`src/rtl/conv_arb_pkg.sv`:
```
// conv_arb_pkg: shared types and defaults for the convolution job arbiter.
package conv_arb_pkg;
    typedef enum logic [2:0] {
        IDLE    = 3'd0,
        ARB     = 3'd1,
        START   = 3'd2,
        RUN     = 3'd3,
        RELEASE = 3'd4
    } arb_state_t;

    localparam int NREQ_DEF    = 4;
    localparam int SIZE_W_DEF  = 5;
    localparam int GAP_DEF     = 2;
    localparam int TIMEOUT_DEF = 4096;
    localparam int TMO_W       = 13;
endpackage

```
`src/rtl/conv_job_arbiter_rr_pick.sv`:
```
// rr_pick: combinational round-robin search starting just after the last winner.
module rr_pick #(
    parameter int N  = 4,
    parameter int IW = $clog2(N)
) (
    input  logic [N-1:0]  req_i,
    input  logic [IW-1:0] last_i,
    output logic [N-1:0]  gnt_o,
    output logic [IW-1:0] idx_o,
    output logic          valid_o
);
    always_comb begin
        valid_o = 1'b0;
        idx_o   = '0;
        // Walk from farthest to nearest so the nearest set bit wins.
        for (int i = N; i >= 1; i--) begin
            if (req_i[(int'(last_i) + i) % N]) begin
                valid_o = 1'b1;
                idx_o   = IW'((int'(last_i) + i) % N);
            end
        end
        gnt_o = N'(valid_o) << idx_o;
    end
endmodule

```
`src/rtl/conv_job_arbiter.sv`:
```
// conv_job_arbiter: round-robin job sequencer for one shared convolution coprocessor.
// Optional watchdog enabled with `define CONV_ARB_TIMEOUT_EN.
module conv_job_arbiter
    import conv_arb_pkg::*;
#(
    parameter int NREQ    = NREQ_DEF,
    parameter int SIZE_W  = SIZE_W_DEF,
    parameter int GAP     = GAP_DEF,
    parameter int TIMEOUT = TIMEOUT_DEF
) (
    input  logic                     clk,
    input  logic                     rst,
    input  logic [NREQ-1:0]          req_i,
    input  logic [NREQ*SIZE_W-1:0]   cfg_size_x_i,
    input  logic [NREQ*SIZE_W-1:0]   cfg_size_y_i,
    output logic [NREQ-1:0]          gnt_o,
    output logic [NREQ-1:0]          ack_o,
    output logic                     err_o,
    output logic                     copro_init_o,
    output logic [SIZE_W-1:0]        copro_size_x_o,
    output logic [SIZE_W-1:0]        copro_size_y_o,
    input  logic                     copro_busy_i,
    input  logic                     copro_done_i,
    output logic                     busy_o,
    output logic [$clog2(NREQ)-1:0]  owner_o
);
    localparam int IW = $clog2(NREQ);
    localparam int GW = $clog2(GAP + 1);

    if (NREQ < 2 || NREQ > 8 || GAP < 2 || TIMEOUT < 1 || TIMEOUT >= 2**TMO_W) begin : g_bad_cfg
        $error("conv_job_arbiter: parameter out of range");
    end

    arb_state_t        state_q, state_d;
    logic [NREQ-1:0]   gnt_q, gnt_d, ack_q, ack_d, pick_gnt;
    logic [SIZE_W-1:0] sx_q, sx_d, sy_q, sy_d;
    logic [IW-1:0]     owner_q, owner_d, last_q, last_d, pick_idx;
    logic [GW-1:0]     gap_q, gap_d;
    logic              init_q, init_d, busy_q, busy_d, pick_valid;
    logic              done_hit, tmo_hit;
`ifdef CONV_ARB_TIMEOUT_EN
    logic [TMO_W-1:0]  tmo_q, tmo_d;
    logic              err_q, err_d;
`endif

    rr_pick #(.N(NREQ)) u_pick (
        .req_i   (req_i),
        .last_i  (last_q),
        .gnt_o   (pick_gnt),
        .idx_o   (pick_idx),
        .valid_o (pick_valid)
    );

    assign done_hit = state_q == RUN && copro_done_i;
`ifdef CONV_ARB_TIMEOUT_EN
    assign tmo_hit = (state_q == START || state_q == RUN) && tmo_q == TMO_W'(TIMEOUT - 1);
`else
    assign tmo_hit = 1'b0;
`endif

    always_comb begin
        state_d = state_q;
        gnt_d   = gnt_q;
        ack_d   = '0;
        sx_d    = sx_q;
        sy_d    = sy_q;
        owner_d = owner_q;
        last_d  = last_q;
        gap_d   = gap_q;
        init_d  = init_q;
`ifdef CONV_ARB_TIMEOUT_EN
        tmo_d   = (state_q == START || state_q == RUN) ? tmo_q + 1'b1 : tmo_q;
        err_d   = 1'b0;
`endif
        case (state_q)
            IDLE:    state_d = |req_i ? ARB : IDLE;
            ARB: begin
                state_d = pick_valid ? START : IDLE;
                if (pick_valid) begin
                    owner_d = pick_idx;
                    last_d  = pick_idx;
                    gnt_d   = pick_gnt;
                    sx_d    = cfg_size_x_i[pick_idx*SIZE_W +: SIZE_W];
                    sy_d    = cfg_size_y_i[pick_idx*SIZE_W +: SIZE_W];
                    init_d  = 1'b1;
`ifdef CONV_ARB_TIMEOUT_EN
                    tmo_d   = '0;
`endif
                end
            end
            START:   state_d = copro_busy_i ? RUN : START;
            RUN:     state_d = RUN;
            RELEASE: begin
                state_d = gap_q == '0 ? IDLE : RELEASE;
                gap_d   = gap_q == '0 ? gap_q : gap_q - 1'b1;
            end
            default: state_d = IDLE;
        endcase
        // gnt_q is already the one-hot of the owner, so it doubles as the ack pattern.
        if (done_hit || tmo_hit) begin
            state_d = RELEASE;
            ack_d   = gnt_q;
            gnt_d   = '0;
            init_d  = 1'b0;
            gap_d   = GW'(GAP - 1);
`ifdef CONV_ARB_TIMEOUT_EN
            err_d   = !done_hit;
`endif
        end
        busy_d = state_d != IDLE;
    end

    always_ff @(posedge clk or negedge rst) begin
        if (!rst) begin
            state_q <= IDLE;
            gnt_q   <= '0;
            ack_q   <= '0;
            sx_q    <= '0;
            sy_q    <= '0;
            owner_q <= '0;
            last_q  <= IW'(NREQ - 1);
            gap_q   <= '0;
            init_q  <= 1'b0;
            busy_q  <= 1'b0;
`ifdef CONV_ARB_TIMEOUT_EN
            tmo_q   <= '0;
            err_q   <= 1'b0;
`endif
        end else begin
            state_q <= state_d;
            gnt_q   <= gnt_d;
            ack_q   <= ack_d;
            sx_q    <= sx_d;
            sy_q    <= sy_d;
            owner_q <= owner_d;
            last_q  <= last_d;
            gap_q   <= gap_d;
            init_q  <= init_d;
            busy_q  <= busy_d;
`ifdef CONV_ARB_TIMEOUT_EN
            tmo_q   <= tmo_d;
            err_q   <= err_d;
`endif
        end
    end

    assign gnt_o          = gnt_q;
    assign ack_o          = ack_q;
    assign copro_init_o   = init_q;
    assign copro_size_x_o = sx_q;
    assign copro_size_y_o = sy_q;
    assign busy_o         = busy_q;
    assign owner_o        = owner_q;
`ifdef CONV_ARB_TIMEOUT_EN
    assign err_o          = err_q;
`else
    assign err_o          = 1'b0;
`endif
endmodule
```
`config.mk`:
```
export PLATFORM = sky130hd
export DESIGN_NAME = conv_job_arbiter
export DESIGN_NICKNAME = d
export VERILOG_FILES = /design/src/rtl/conv_arb_pkg.sv /design/src/rtl/conv_job_arbiter_rr_pick.sv /design/src/rtl/conv_job_arbiter.sv
export SDC_FILE = /design/constraint.sdc
export NUM_CORES = 1
export LEC_CHECK = 0
export CAP_MARGIN = 40
export CORE_MARGIN = 3
export CORE_UTILIZATION = 44
export DETAILED_ROUTE_END_ITERATION = 6
export DONT_BUFFER_PORTS = 1
export PLACE_DENSITY = 0.66
export SYNTH_ARGS = -nofsm -noshare
export SYNTH_HDL_FRONTEND = slang
export SYNTH_SLANG_ARGS = --single-unit
```
`constraint.sdc`:
```
create_clock -name clk -period 2.18 [get_ports clk]
set_clock_uncertainty 0.15 [all_clocks]
set_input_delay 0.545 -clock clk [delete_from_list [all_inputs] [get_ports clk]]
set_output_delay 0.545 -clock clk [all_outputs]
set_load 0.02 [all_outputs]
```
==> results.cfg, run 1 <==
[grt]
first_global_vias = 1352
grt_usage_pct = 19.3
gr-total-overflow = 0
antenna_found_initial = 0
grt_pass1_wl_um = 6380
grt_max_degree = 30

[cts]
cts_root_buf = clkbuf_8
htreeDepth = 2
cts_made_buffers = 5
cts_sinks = 29
clkLatencyLatePin_ns = 0.28
clkSlewWorstSetupHoldPaths_ns = 0.06
cts_tree = yes
ctsLongestPathBuffers = 2

[outcome]
status = completed

[floorplanning]
die_h_um = 67.5
initial_utilization_pct = 47.6
die_w_um = 67.5
coreArea_sq_mm = 0.00349
die-area_sq_mm = 0.00456
boundaryPins = 71
rows = 21

[worst_setup_path]
reg2regPathDepth = 6
cp-end-kind = register
slowest_delay_ns = 0.57
critPathKind = register to register
ff2ff_setup_slack_ns = 0.09
crit_path_max_fanout = 5
cp_slowest_cell = dfstp_2
reg2reg_to = copro_size_y_o[0]
r2r_start = last_q[0]
worstPathArrival_ns = 2.08
required_ns = 2.17
crit_path_cell_trace = nand2b_4 > a21oi_1 > or3_4 > clkbuf_16 > a2111oi_2 > a211oi_1
start_kind = register

[layout]
nets = 227
design_area_sq_mm = 0.00202
layout_commonest_cell = dfrtp_1
area_growth_pct = 21.6
final_cell_mix = dfrtp_1, nand2_1, nor2_1
layout-drive-gt1-share_pct = 24.6
num_antenna_cells = 0

[route]
drt-total-wl_um = 4120
dr.pass1.iters = 4
drc = 0
num_vias = 1315
final_antenna_net_count = 0
vias_per_cell = 5.84
first_iter_violations = 56
wl_per_cell_um = 18.3

[placement]
hpwlAfterDp_um = 3030
port_buffers = 0
place_area_sq_mm = 0.00174
gp_congestion = 0.798

[timing]
final_max_slew_viol_count = 0
fin_crit_sh_pct = 95.8
grt_setup_unrepaired = no
hold_violations = 0
fin_crit_ns = 2.09
worst_hold_slack_ns = 0.353
maxClockFrequency_mhz = 479
setup_viol = 0

[min_path]
hp-start = cfg_size_y_i[15]
holdCritPathClass = primary input to register
hold_path_end = copro_size_y_o[0]
hold_depth = 2

[logic_synthesis]
netlist_instances = 166
syn_avg_cell_area_sq_um = 10.0
synth_flop_cell = dfrtp_1
syn_nets = 215
synth_warnings = 0
ys_ff_latch = 29
async_reset_ff_share_pct = 100
synth-edff-count = 0
synth_area_sq_mm = 0.00166
yosysSeqAreaShare_pct = 43.8
synth.distinct_cells = 37

[power_and_ir_drop]
power.density_mw_per_mm2 = 1510
vdd_drop_max_mv = 0.621
p_leak_uw = 0.000830

[job]
cap_violations = 0
==> flip-flops by register name, indices dropped and copies added (netlist names) <==
signal and flops:
owner_o 2, last_q 2, copro_size_y_o 5, gnt_o 4, gap_q 2, busy_o 1, state_q 3, copro_size_x_o 5
ack_o 4, copro_init_o 1
==> cell type report <==
class                   count  area [sq um]
fillers                   298          1470
repair buffers             18           198
well taps                  46          57.6
clock buffers               6          82.6
multi-input cells         122           912
flip-flops and latches     29           728
inverters                   2          7.51
clock inverters             2          37.5
==> critical path: cells and delay by family, from the launching register on <==
family | cells | cell delay, ns
AOI/OAI and AO/OA | 3 | 0.54
and+or+nand+nor | 2 | 0.51
DFF | 1 | 0.57
buffers and inverters | 1 | 0.18
==> metrics by stage <==
| stage | worst slack [ns] | total power, uW | TNS [ns] | cells | util (%) |
|---|---|---|---|---|---|
| 2_1_floorplan | 0.107 | 1990 | 0 | 166 | - |
| 3_3_place_gp | 0.0412 | 2220 | 0 | 210 | 49.9 |
| 5_1_grt | 0.0102 | 3270 | 0 | 225 | 57.9 |
| 4_1_cts | 0.00335 | 2890 | 0 | 220 | 54.4 |
| 6_report | 0.0916 | 3060 | 0 | 225 | 57.9 |
| 3_5_place_dp | -0.00590 | 2280 | -0.00590 | 210 | 49.9 |
==> worst max-delay path by stage <==
stage,cells after the start,end,from
final,6,copro_size_y_o[0],last_q[0]
after global routing,6,copro_size_y_o[0],last_q[0]
after CTS,6,copro_size_x_o[0],last_q[0]
after detailed placement,6,copro_size_x_o[0],req_i[1]
after global placement,6,copro_size_y_o[3],req_i[1]
after floorplan,7,copro_size_x_o[2],req_i[1]
==> metal layers <==
layer  global-route usage (%)  vias up  part of all wire (%)
met1                     21.2      619                    37
met2                     30.3       62                    48
met3                     11.1       12                    12
met5                        0        -                     0
met4                     8.35        0                   3.1
li1                         -      622                     -
==> cell families (layout without fill, tap and decap cells) <==
group / count (synthesis) / count (layout) / share of synthesized area [%]
AND/OR/NAND/NOR: 72 / 72 / 20.6
AO/OA/AOI/OAI: 36 / 36 / 22.3
flip-flops: 29 / 29 / 43.8
buffers and inverters: 15 / 28 / 5.19
multiplexers: 11 / 11 / 6.62
adder cells (fa/ha/maj): 1 / 1 / 0.752
other: 1 / 1 / 0.225
XOR/XNOR: 1 / 1 / 0.526
==> where the power goes <==
part | internal [uW] | leakage [uW] | total (uW) | switching, uW
sequential | 772 | 0.000345 | 1150 | 378
clock | 371 | 0.0000574 | 575 | 204
combinational | 625 | 0.000428 | 1340 | 714
total | 1770 | 0.000830 | 3060 | 1300
==> repair_timing <==
action	CTS	global route
setup buffers	0	3
pin swaps	0	2
hold endpoints to repair	29	0
endpoints found under the setup margin	1	8
cloned	0	2
gates resized for setup	2	11
hold buffers	2	0
==> cell usage after synthesis (4+ instances only) <==
| master | number | share of area [%] |
|---|---|---|
| a2111oi_4 | 5 | 8.3 |
| nor2_1 | 19 | 4.3 |
| nand2_1 | 20 | 4.5 |
| dfrtp_1 | 27 | 41 |
| clkbuf_1 | 5 | 1.1 |
| nor2b_1 | 4 | 1.5 |
| nor3_1 | 11 | 3.3 |
| mux2i_1 | 11 | 6.6 |
| o21ai_0 | 4 | 1.2 |
| a211oi_1 | 8 | 3.6 |
| and2_1 | 6 | 2.3 |
| a2111oi_0 | 5 | 2.6 |
Note: power is estimated with default switching activity, not from simulation.
==> run 2: changes to the inputs <==
--- a/config.mk
+++ b/config.mk
@@ -6,7 +6,7 @@
 export NUM_CORES = 1
 export LEC_CHECK = 0
 export CAP_MARGIN = 40
-export CORE_MARGIN = 3
+export CORE_MARGIN = 2
 export CORE_UTILIZATION = 44
 export DETAILED_ROUTE_END_ITERATION = 6
 export DONT_BUFFER_PORTS = 1
==> results.cfg, run 2 (synthesis results as in run 1) <==
[outcome]
status = completed

[worst_setup_path]
worstSetupStartpoint = last_q[1]
crit_path_cell_trace = mux2i_1 > o221ai_2 > buf_4 > a2111oi_4 > a211oi_1
required_ns = 2.21
worstPathArrival_ns = 2.11
critPathKind = register to register
reg2regPathDepth = 5
crit_path_max_fanout = 8
cp-end-kind = register
ff2ff_setup_slack_ns = 0.1
slowest_delay_ns = 0.60
crit_end = copro_size_x_o[1]
r2r_start = last_q[1]
start_kind = register
cp_slowest_cell = dfstp_2
reg2reg_to = copro_size_x_o[1]

[floorplanning]
rows = 22
boundaryPins = 71
coreArea_sq_mm = 0.00366
die_h_um = 65.5
initial_utilization_pct = 45.5
die_w_um = 65.5
die-area_sq_mm = 0.00429

[layout]
fillers = 329
num_antenna_cells = 0
layout_commonest_cell = dfrtp_1
final_cell_mix = dfrtp_1, nand2_1, nor2_1
utilization_pct = 51.7
nets = 219
layout-drive-gt1-share_pct = 19.9
area_growth_pct = 13.8

[route]
wl_per_cell_um = 17.9
drt-total-wl_um = 3930
vias_per_cell = 5.96
final_antenna_net_count = 0
dr.pass1.iters = 4
first_iter_violations = 58
drc = 0
num_vias = 1306

[cts]
cts_made_buffers = 5
cts_root_buf = clkbuf_8
clkSlewWorstSetupHoldPaths_ns = 0.06
postCtsSetupBuffers = 0
cts_sinks = 29
ctsLongestPathBuffers = 2
cts_tree = yes
clkLatencyLatePin_ns = 0.28
htreeDepth = 2

[grt]
gr-total-overflow = 0
grt_max_degree = 30
grt_usage_pct = 19.6
first_global_vias = 1324
antenna_found_initial = 0
grt_pass1_wl_um = 6270

[power_and_ir_drop]
power.density_mw_per_mm2 = 1460
p_leak_uw = 0.000764
vdd_drop_max_mv = 0.525

[timing]
setup_viol = 0
hold_violations = 0
fin_crit_ns = 2.08
final_max_slew_viol_count = 0
worst_hold_slack_ns = 0.349
grt_setup_unrepaired = yes
fin_crit_sh_pct = 95.4
worst_slew_pin_slew_ns = 0.593
maxClockFrequency_mhz = 481
maxSlewHeadroom_pct = 60.4

[placement]
hpwlAfterDp_um = 2890
gp_congestion = 0.752
port_buffers = 0

[min_path]
holdCritPathClass = primary input to register

[job]
cap_violations = 0
-- run 2: cell types whose count changed in the layout (fill, tap and decap cells not counted), sizes merged --
cell | previous run | this run
buf | 15 | 9
clkinvlp | 1 | 0
clkbuf | 8 | 6
bufinv | 1 | 0
clkinv | 0 | 2
-- run 2: metrics by stage --
| stage | cell area (sq um) | TNS (ns) | instances | setup slack (ns) | total power [uW] |
|---|---|---|---|---|---|
| 6_report | 1890 | 0 | 219 | 0.0993 | 2760 |
| 5_1_grt | 1890 | -0.0314 | 219 | -0.0198 | 2950 |
| 4_1_cts | 1850 | 0 | 219 | 0.00929 | 2720 |
| 3_5_place_dp | 1740 | -0.0884 | 209 | -0.0474 | 2280 |
| 2_1_floorplan | 1660 | 0 | 166 | 0.107 | 1990 |
| 3_3_place_gp | 1740 | 0 | 209 | 0.0387 | 2210 |
-- run 2: power by group --
group	internal (uW)	total, uW	switching, uW
Clock	220	417	197
Combinational	503	1190	689
Sequential	772	1150	381
Total	1500	2760	1270
-- run 2: how the worst min path moves through the flow --
stage	start	endpoint	slack (ns)	cells after the start
finish	cfg_size_x_i[19]	copro_size_x_o[4]	0.35	2
global route	cfg_size_x_i[18]	copro_size_x_o[3]	0.35	2
CTS	cfg_size_x_i[19]	copro_size_x_o[4]	0.35	2
detailed placement	rst	ack_o[2]	0.10	0
global placement	rst	ack_o[2]	0.10	0
floorplan	rst	ack_o[0]	0.1	0
-- run 2: worst max-delay path: cells and delay by family, from the launching register on --
family | cells | cell delay [ns]
compound gates | 3 | 0.77
flops | 1 | 0.60
buf+inv | 1 | 0.34
mux | 1 | 0.11
-- run 2: cell type report --
type                    count  area (sq um)  share of cell area, %
flip-flops and latches     29           728                   38.4
repair buffers             10           115                   6.08
well taps                  48          60.1                   3.17
multi-input cells         122           901                   47.6
inverters                   2          7.51                  0.396
clock inverters             2          10.0                  0.528
clock buffers               6          72.6                   3.83
-- run 2: per-layer routing --
metal | GRT usage, % | vias up | wire (um)
li1 | - | 605 | -
met4 | 7.81 | 0 | 79
met3 | 7.19 | 11 | 311
met1 | 21.8 | 623 | 1490
met2 | 33.8 | 67 | 2040
met5 | 0 | - | 0
-- run 2: repair_timing --
item	4_1_cts	5_1_grt
pin swaps	0	1
hold buffers	2	0
gates resized for setup	1	11
hold endpoints to repair	29	0
setup endpoints to repair	1	6
